[src/rtl/bcd_serial_addsub.sv]
// bcd_serial_addsub: digit-serial BCD adder/subtractor,
// one digit per clock, LSD first, valid/ready both sides.
module bcd_serial_addsub #(
  parameter int DIGITS = 4
) (
  input  logic                clk,
  input  logic                rst,
  input  logic                in_valid,
  output logic                in_ready,
  input  logic [4*DIGITS-1:0] a,
  input  logic [4*DIGITS-1:0] b,
  input  logic                cin,
  input  logic                sub,
  output logic                out_valid,
  input  logic                out_ready,
  output logic [4*DIGITS-1:0] sum,
  output logic                cout,
  output logic                err
);
  localparam int W  = 4 * DIGITS;
  localparam int IW = (DIGITS > 1) ? $clog2(DIGITS) : 1;
  localparam logic [IW-1:0] LAST = IW'(DIGITS - 1);

  typedef enum logic [1:0] {IDLE, RUN, DONE} state_t;

  state_t        state;
  logic [W-1:0]  ra;
  logic [W-1:0]  rb;
  logic          rsub;
  logic          c;
  logic [IW-1:0] idx;
  logic [3:0]    bd;
  logic [3:0]    dig;
  logic [4:0]    raw;
  logic          carry;
  logic          bad;

  assign in_ready = (state == IDLE) && !rst;

  always_comb begin
    bad = 1'b0;
    for (int i = 0; i < DIGITS; i++) begin
      bad = bad | (a[4*i +: 4] > 4'd9)
                | (b[4*i +: 4] > 4'd9);
    end
  end

  // operands shift right, so digit i always sits at [3:0]
  always_comb begin
    bd    = rsub ? 4'd9 - rb[3:0] : rb[3:0];
    raw   = {1'b0, ra[3:0]} + {1'b0, bd}
          + {4'd0, c};
    carry = raw > 5'd9;
    dig   = carry ? raw[3:0] + 4'd6 : raw[3:0];
  end

  always_ff @(posedge clk) begin
    if (rst) begin
      state     <= IDLE;
      out_valid <= 1'b0;
      sum       <= '0;
      cout      <= 1'b0;
      err       <= 1'b0;
      ra        <= '0;
      rb        <= '0;
      rsub      <= 1'b0;
      c         <= 1'b0;
      idx       <= '0;
    end else begin
      unique case (state)
        IDLE: begin
          if (in_valid && in_ready) begin
            ra    <= a;
            rb    <= b;
            c     <= cin;
            rsub  <= sub;
            err   <= bad;
            idx   <= '0;
            state <= RUN;
          end
        end
        RUN: begin
          sum[4*idx +: 4] <= dig;
          ra  <= ra >> 4;
          rb  <= rb >> 4;
          c   <= carry;
          idx <= idx + 1'b1;
          if (idx == LAST) begin
            state     <= DONE;
            out_valid <= 1'b1;
            cout      <= carry;
          end
        end
        DONE: begin
          if (out_ready) begin
            out_valid <= 1'b0;
            state     <= IDLE;
          end
        end
        default: state <= IDLE;
      endcase
    end
  end
endmodule

[config.mk]
export PLATFORM = sky130hd
export DESIGN_NAME = bcd_serial_addsub
export DESIGN_NICKNAME = d
export VERILOG_FILES = /design/src/rtl/bcd_serial_addsub.sv
export SDC_FILE = /design/constraint.sdc
export NUM_CORES = 1
export LEC_CHECK = 0
export BUFFER_PORTS_ARGS = -buffer_cell sky130_fd_sc_hd__buf_4
export CAP_MARGIN = 20
export CORE_ASPECT_RATIO = 0.75
export CORE_MARGIN = 10
export CORE_UTILIZATION = 49
export CTS_CLUSTER_DIAMETER = 120
export DETAILED_ROUTE_END_ITERATION = 16
export PLACE_DENSITY = 0.74
export SYNTH_ARGS = -nofsm -noshare
export SYNTH_HDL_FRONTEND = slang
export SYNTH_SLANG_ARGS = --single-unit
[constraint.sdc]
create_clock -name clk -period 2.99 [get_ports clk]
set_input_delay 0.299 -clock clk [delete_from_list [all_inputs] [get_ports clk]]
set_output_delay 0.299 -clock clk [all_outputs]
set_load 0.005 [all_outputs]
==> impl_results.md, run 1 <==
- Outcome: finished, final reports clean
- Tcrit/Tclk final: 95.74%
- Synth Area in Compound Gates: 18.08%
- Num Clock Sinks: 57
- Synth warn: 0
- Slowest CP cell: ha_1
- Non-filler instance count after layout: 490
- DRC: 0
- Hold-fix buffers, CTS: 0
- Maxcap violations: 0
- Static leakage: 1.506 nW
- Syn avg cell area: approximately 8 um^2
- Fmax: 349.3 MHz
- Area contributors post-synth: dfxtp_1 41%, nor2_1 11%, a21oi_1 5.5%
- Peak supply drop: 403.9 uV
- Reg area: between 0.001 and 0.0015 mm^2
- Sequential area share after synthesis: 40.71%
- Final WL: 7688 um
- First-pass GRT wire length: 12560 um
- Slew @ Worst Pin: ~690 ps
- Cell Area, Placed: 0.003319 mm^2
- Fin nets: 461
- Util after Layout: 65.13%
- Setup TNS: 0 ps
- Longest Clk Path Bufs: 2
- Placed insts: 473
- Wire length on met2: 3430 um
- I/O Buffers: 57
- First-pass iteration count of the detailed router: 6
- Yosys top cell by area: dfxtp_1
- Pins Over Slew Limit: 0
- Syn nets: 403
- WS Path Type: flop to flop
- Num rows: 23
- Vias in the first global route: roughly 2600
- Die Area: ~0.009 mm^2
- Die W: 107.3 um
- CTS Root Cell: clkbuf_8
- Layout Skew: 6.593 ps
- Syn Inst Count: between 300 and 400
- Design area: about 0.0035 mm^2
- Metal-1 WL: 3503 um
- Initial core utilization: 51.53%
- Worst-Skew Late Latency: 340 ps
- DR iter-0 viols: 204
- Htree depth: 3
- Worst R2R Start: rb[1]$_SDFFE_PP0P_
- Pre-CTS setup slack: 18.03 ps
- EDFF count, synth: 0
- Final critical-path setup slack: 127.3 ps
- Fill cells: ~480
- Arrival @ worst endpoint: 3120 ps
- Post-synth ARST share: 0%
- CP most frequent cell: ha_1
- Met3 wire len: 652 um
- DIE HEIGHT: 85.50 um
- Most common cell after layout, fill and taps aside: nor2_1
- Routability Congestion: 0.8885
- Final ANT Viol Nets: 0
- Post-synthesis mux area share: 1.607%
- Family with the most delay on the worst path: adder cells
- Critical Path Start: rb[1]$_SDFFE_PP0P_
- CP max stage delay: between 300 and 400 ps
- Largest net degree at the start of global routing: 56
- Worst Setup Start Kind: flop
- Clock buffer count from CTS: 9
- ANT cells: 0
- Ports: 58
- DR vias: 2728
- Seq cells post-synth: 57
- CP max FO: 8
- Cell variety after synth: between 40 and 50
- Cell Chain, Critical Path: inv_1, ha_1, nand2_1, o21ai_0, ha_1, xnor2_2, ha_2, a22o_4, o31a_1, mux2_4, o31ai_2
- Bufs and invs on worst path: 1
- Final min period: between 2000 and 3000 ps
- Yosys top cell area share: 40.71%
- Final Hold Vio Count: 0
- Total Routing Usage GR: 16.85%
- CP endpoint kind: flop
- Pwr Density: between 500 and 600 mW/mm^2
- Required time of the critical path: ~3300 ps
- CTS tree: built
- Footprint of the multi-input gates: approximately 0.0016 mm^2
- Clock-pin slew on the worst setup and hold paths: 70 ps
- DR top layer: met4
- Worst hold path type: input pin to flop
- Core area: 0.005439 mm^2
- Finish-stage setup viols: 0
- Mapped Area: around 0.0028 mm^2
- Layout area overhead: 26.38%
- Simple logic cell fraction of the synthesized area: about 28%
- Routed vias/inst: approximately 5.6
- DP Wirelength: 5579 um
- Top FF cell, synth: dfxtp_1
- Xor and xnor fraction of the mapped netlist area: 0.9375%
- Initial antenna violation count: 0
- Worst rel slew slack: 53.64%
- Min-delay src: b[12]
- WL per Instance: 15.69 um
- Largest family of logic cells by synthesized area: simple AND/OR/NAND/NOR gates
- Fraction of layout cells with a size suffix above 1: 24.34%
- Post-Synth Adder-Cell Area: 6.339%
- Total grt overflow: 0
- Most frequent cells in the layout: 80 x nor2_1, 69 x buf_4, 56 x dfxtp_1
per-layer routing:
metal	track usage (%)	vias up
met2	24.25	101
met5	0	-
li1	-	1353
met4	5.085	0
met3	6.876	11
met1	22.47	1263
metrics by stage:
step	hold WS, ps	power [W]
2_1_floorplan	398.0	0.001157
3_3_place_gp	441.9	0.001307
3_5_place_dp	448.3	0.001316
4_1_cts	185.4	0.002031
5_1_grt	199.3	0.002139
6_report	196.5	0.002035
worst register-to-register path, delay by kind of cell (launching register included):
| family | cells | cell delay, ps |
|---|---|---|
| muxes | 1 | 360 |
| xor gates and xnor gates | 1 | 190 |
| AOI/OAI and AO/OA | 4 | 870 |
| buffers and inverters | 1 | 60 |
| and+or+nand+nor | 1 | 70 |
| adders and majority gates | 3 | 880 |
| DFF | 1 | 360 |
flip-flops by register name, summed over array words and instances, names as in the netlist:
| name | count |
|---|---|
| rb | 16 |
| rsub | 1 |
| ra | 16 |
| out_valid | 1 |
| c | 1 |
| state | 2 |
| sum | 16 |
| err | 1 |
| idx | 2 |
| cout | 1 |
worst paths after layout:
check                                      endpoint  slack, ps  cells after the start
worst max-delay path            sum[2]$_SDFFE_PP0P_        130                     11
worst min-delay path            rb[12]$_SDFFE_PP0P_        200                      3
worst max register to register  sum[2]$_SDFFE_PP0P_        130                     11
worst min register to register  rb[14]$_SDFFE_PP0P_        460                      2
cell type report:
cell class,instances,area share (%)
tap,75,2.649
inverter,9,0.9537
sequential,57,32.25
multi-input combinational,264,44.05
timing repair buffer,69,14.62
clock buffer,9,3.497
clock inverter,7,1.978
cells by family after synthesis:
kind of cell | count (synthesis)
buf+inv | 31
compound gates | 74
fa+ha+maj | 13
xor+xnor | 3
flops | 57
mux | 4
simple gates | 170
Yosys cell counts, types with 2 or more instances:
master,count
a22oi_1,6
mux2i_1,3
buf_2,4
nor3_1,8
a221oi_1,2
o31ai_1,4
o31ai_2,4
nor4_1,19
a21o_2,2
dfxtp_1,57
and4_1,2
a21oi_1,31
nor2_1,80
inv_1,9
xnor2_1,3
o21ai_0,10
nand2b_1,4
clkbuf_1,17
nand3b_1,4
ha_1,11
a2111oi_0,3
nand4_1,4
fa_1,2
nand2_1,38
power breakdown:
part / internal [W] / switching, W
combinational: 0.000216 / 0.000273
clock: 0.000384 / 0.000327
sequential: 0.000803 / 0.0000316
total: 0.00140 / 0.000632
repair_timing:
action                     in CTS  in global routing
pin swaps                       0                  2
hold endpoints to repair        0                  0
resized for setup               1                  4
setup endpoints to repair       3                  4
setup buffers                   0                  1
No activity file was read; power rests on OpenSTA's default activity.
==> run 2: changes to the inputs <==
--- a/config.mk
+++ b/config.mk
@@ -13,6 +13,7 @@
 export CTS_CLUSTER_DIAMETER = 120
 export DETAILED_ROUTE_END_ITERATION = 16
 export PLACE_DENSITY = 0.74
+export REMOVE_ABC_BUFFERS = 1
 export SYNTH_ARGS = -nofsm -noshare
 export SYNTH_HDL_FRONTEND = slang
 export SYNTH_SLANG_ARGS = --single-unit
==> impl_results.md, run 2 (synthesized netlist as in run 1, its figures left out) <==
- Met1 Usage GRT: 22.78%
- Family with the most delay on the worst path: adder cells
- Final Hold Vio Count: 0
- CTS tree: built
- Layout area overhead: 27.10%
- DP Wirelength: 5533 um
- Met3 Use GR: 5.830%
- DRC: 0
- Routed vias/inst: 5.544
- Sequential power share: 39.3%
- Design area: 0.003562 mm^2
- Initial antenna violation count: 0
- Slowest CP cell: mux2i_1
- Bufs and invs on worst path: 3
- Clock-pin slew on the worst setup and hold paths: 70 ps
- Arrival @ worst endpoint: around 3100 ps
- Internal power: 0.001503 W
- Static leakage: 1.497 nW
- Tcrit/Tclk final: 96.97%
- Placed insts: 470
- First-pass iteration count of the detailed router: 5
- CTS Root Cell: clkbuf_8
- WS Path Type: flop to flop
- Worst Setup Start Kind: flop
- Die W: about 110 um
- Finish-stage setup viols: 0
- Fraction of layout cells with a size suffix above 1: 24.51%
- ANT cells: 0
- WL per Instance: 15.87 um
- Met2 Use GR: 24.75%
- Total Routing Usage GR: around 17%
- Clock power share: 38.1%
- Fmax: 344.9 MHz
- Worst-Skew Late Latency: roughly 340 ps
- Pins Over Slew Limit: 0
- Fin nets: 458
- First-pass GRT wire length: roughly 13000 um
- CP endpoint kind: flop
- Die Area: 0.009176 mm^2
- Pwr Density: 597.0 mW/mm^2
- Total grt overflow: 0
- Outcome: finished, final reports clean
- Peak supply drop: around 330 uV
- DR iter-0 viols: 203
- Maxcap violations: 0
- Initial core utilization: 51.53%
- Slew @ Worst Pin: approximately 810 ps
- Ports: between 50 and 60
- Comb pwr share: a little under a quarter
- Sw Ratio: 29.34%
- Switch Pwr: 0.0006240 W
- Vias in the first global route: 2675
- I/O Buffers: 57
- Longest Clk Path Bufs: 2
- Most Crowded Layer GR: met2
- Htree depth: 3
- Final WL: 7730 um
- Core area: 0.005439 mm^2
- Num rows: 23
- DIE HEIGHT: 85.50 um
- DR vias: 2700
- Most frequent cells in the layout: 80 x nor2_1, 66 x buf_4, 54 x dfxtp_1
- Worst rel slew slack: between 40% and 50%
- CP max FO: 6
- Worst hold path type: input pin to flop
- Layout Skew: 7.621 ps
- Routability Congestion: 0.8614
- Cell Chain, Critical Path: inv_1, ha_1, nand2_1, o21ai_0, ha_1, buf_4, a21oi_1, a21boi_0, buf_4, or2_2, mux2i_1, o31ai_1
- Top flop regs: ra: 16 flops, rb: 16 flops, sum: 16 flops
- Final ANT Viol Nets: 0
- Non-filler instance count after layout: 487
- CP max stage delay: about 450 ps
- Cell Area, Placed: 0.003297 mm^2
- Num Clock Sinks: 57
- Largest net degree at the start of global routing: 56
- Clock buffer count from CTS: 9
- Final min period: 2899 ps
- Required time of the critical path: ~3200 ps
- Most common cell after layout, fill and taps aside: nor2_1
-- run 2: cell types whose count changed in the layout (fill, tap and decap cells not counted), sizes merged --
cell,previous run,this run
bufinv,1,2
inv,10,9
clkinvlp,1,3
clkbuf,9,10
buf,69,66
clkinv,4,1
-- run 2: power by group through the flow --
stage	combinational [W]	clock, W	sequential (W)
final	0.000480	0.000810	0.000836
after global routing	0.000532	0.000859	0.000841
after CTS	0.000459	0.000829	0.000834
after detailed placement	0.000454	0	0.000850
after global placement	0.000444	0	0.000849
after floorplan	0.000295	0	0.000843
-- run 2: path summary, 6_finish.rpt --
| kind | from | end | slack, ps | cells past startpoint |
|---|---|---|---|---|
| hold reg to reg | rb[12]$_SDFFE_PP0P_ | rb[12]$_SDFFE_PP0P_ | 460 | 2 |
| setup reg to reg | rb[1]$_SDFFE_PP0P_ | sum[3]$_SDFFE_PP0P_ | 90 | 12 |
| hold / removal | sub | rsub$_SDFFE_PP0P_ | 150 | 3 |
| setup / recovery | rb[1]$_SDFFE_PP0P_ | sum[3]$_SDFFE_PP0P_ | 90 | 12 |
-- run 2: area by class of cell --
class                   count  area [um^2]
clock inverters             6        91.34
repair buffers             66        495.5
multi-input cells         264         1563
clock buffers              10        137.6
inverters                   9        33.78
well taps                  75        93.84
fillers                   466         1877
flip-flops and latches     57         1147
-- run 2: per-layer routing --
layer / wire length, um / part of all wire, %
met5: 0 / 0
met4: 67 / 0.87
met3: 699 / 9.0
met2: 3447 / 45
met1: 3517 / 45
-- run 2: worst reg2reg max path: stages (launching register included) --
cell and delay (ps):
dfxtp_2 360, inv_1 60, ha_1 270, nand2_1 70
o21ai_0 80, ha_1 360, buf_4 160, a21oi_1 180
a21boi_0 110, buf_4 170, or2_2 350, mux2i_1 450
o31ai_1 150
-- run 2: repair_timing --
action | in CTS | in global routing
hold buffers | 0 | 0
setup endpoints to repair | 1 | 4
pin swaps | 0 | 2
setup buffers | 0 | 1
gates resized for setup | 1 | 8
-- run 2: per-stage QoR --
| stage | worst slack, ps | TNS [ps] | hold WS, ps | util, % | total power (W) |
|---|---|---|---|---|---|
| global placement | 145.2 | 0 | 436.9 | 60.62 | 0.001292 |
| finish | 90.64 | 0 | 146.4 | 65.49 | 0.002127 |
| detailed placement | 31.31 | 0 | 446.5 | 60.62 | 0.001304 |
| CTS | 33.04 | 0 | 135.0 | 64.85 | 0.002122 |
| global route | -3.018 | -4.445 | 148.6 | 65.49 | 0.002233 |
| floorplan | -28.02 | -108.6 | 368.1 | - | 0.001138 |
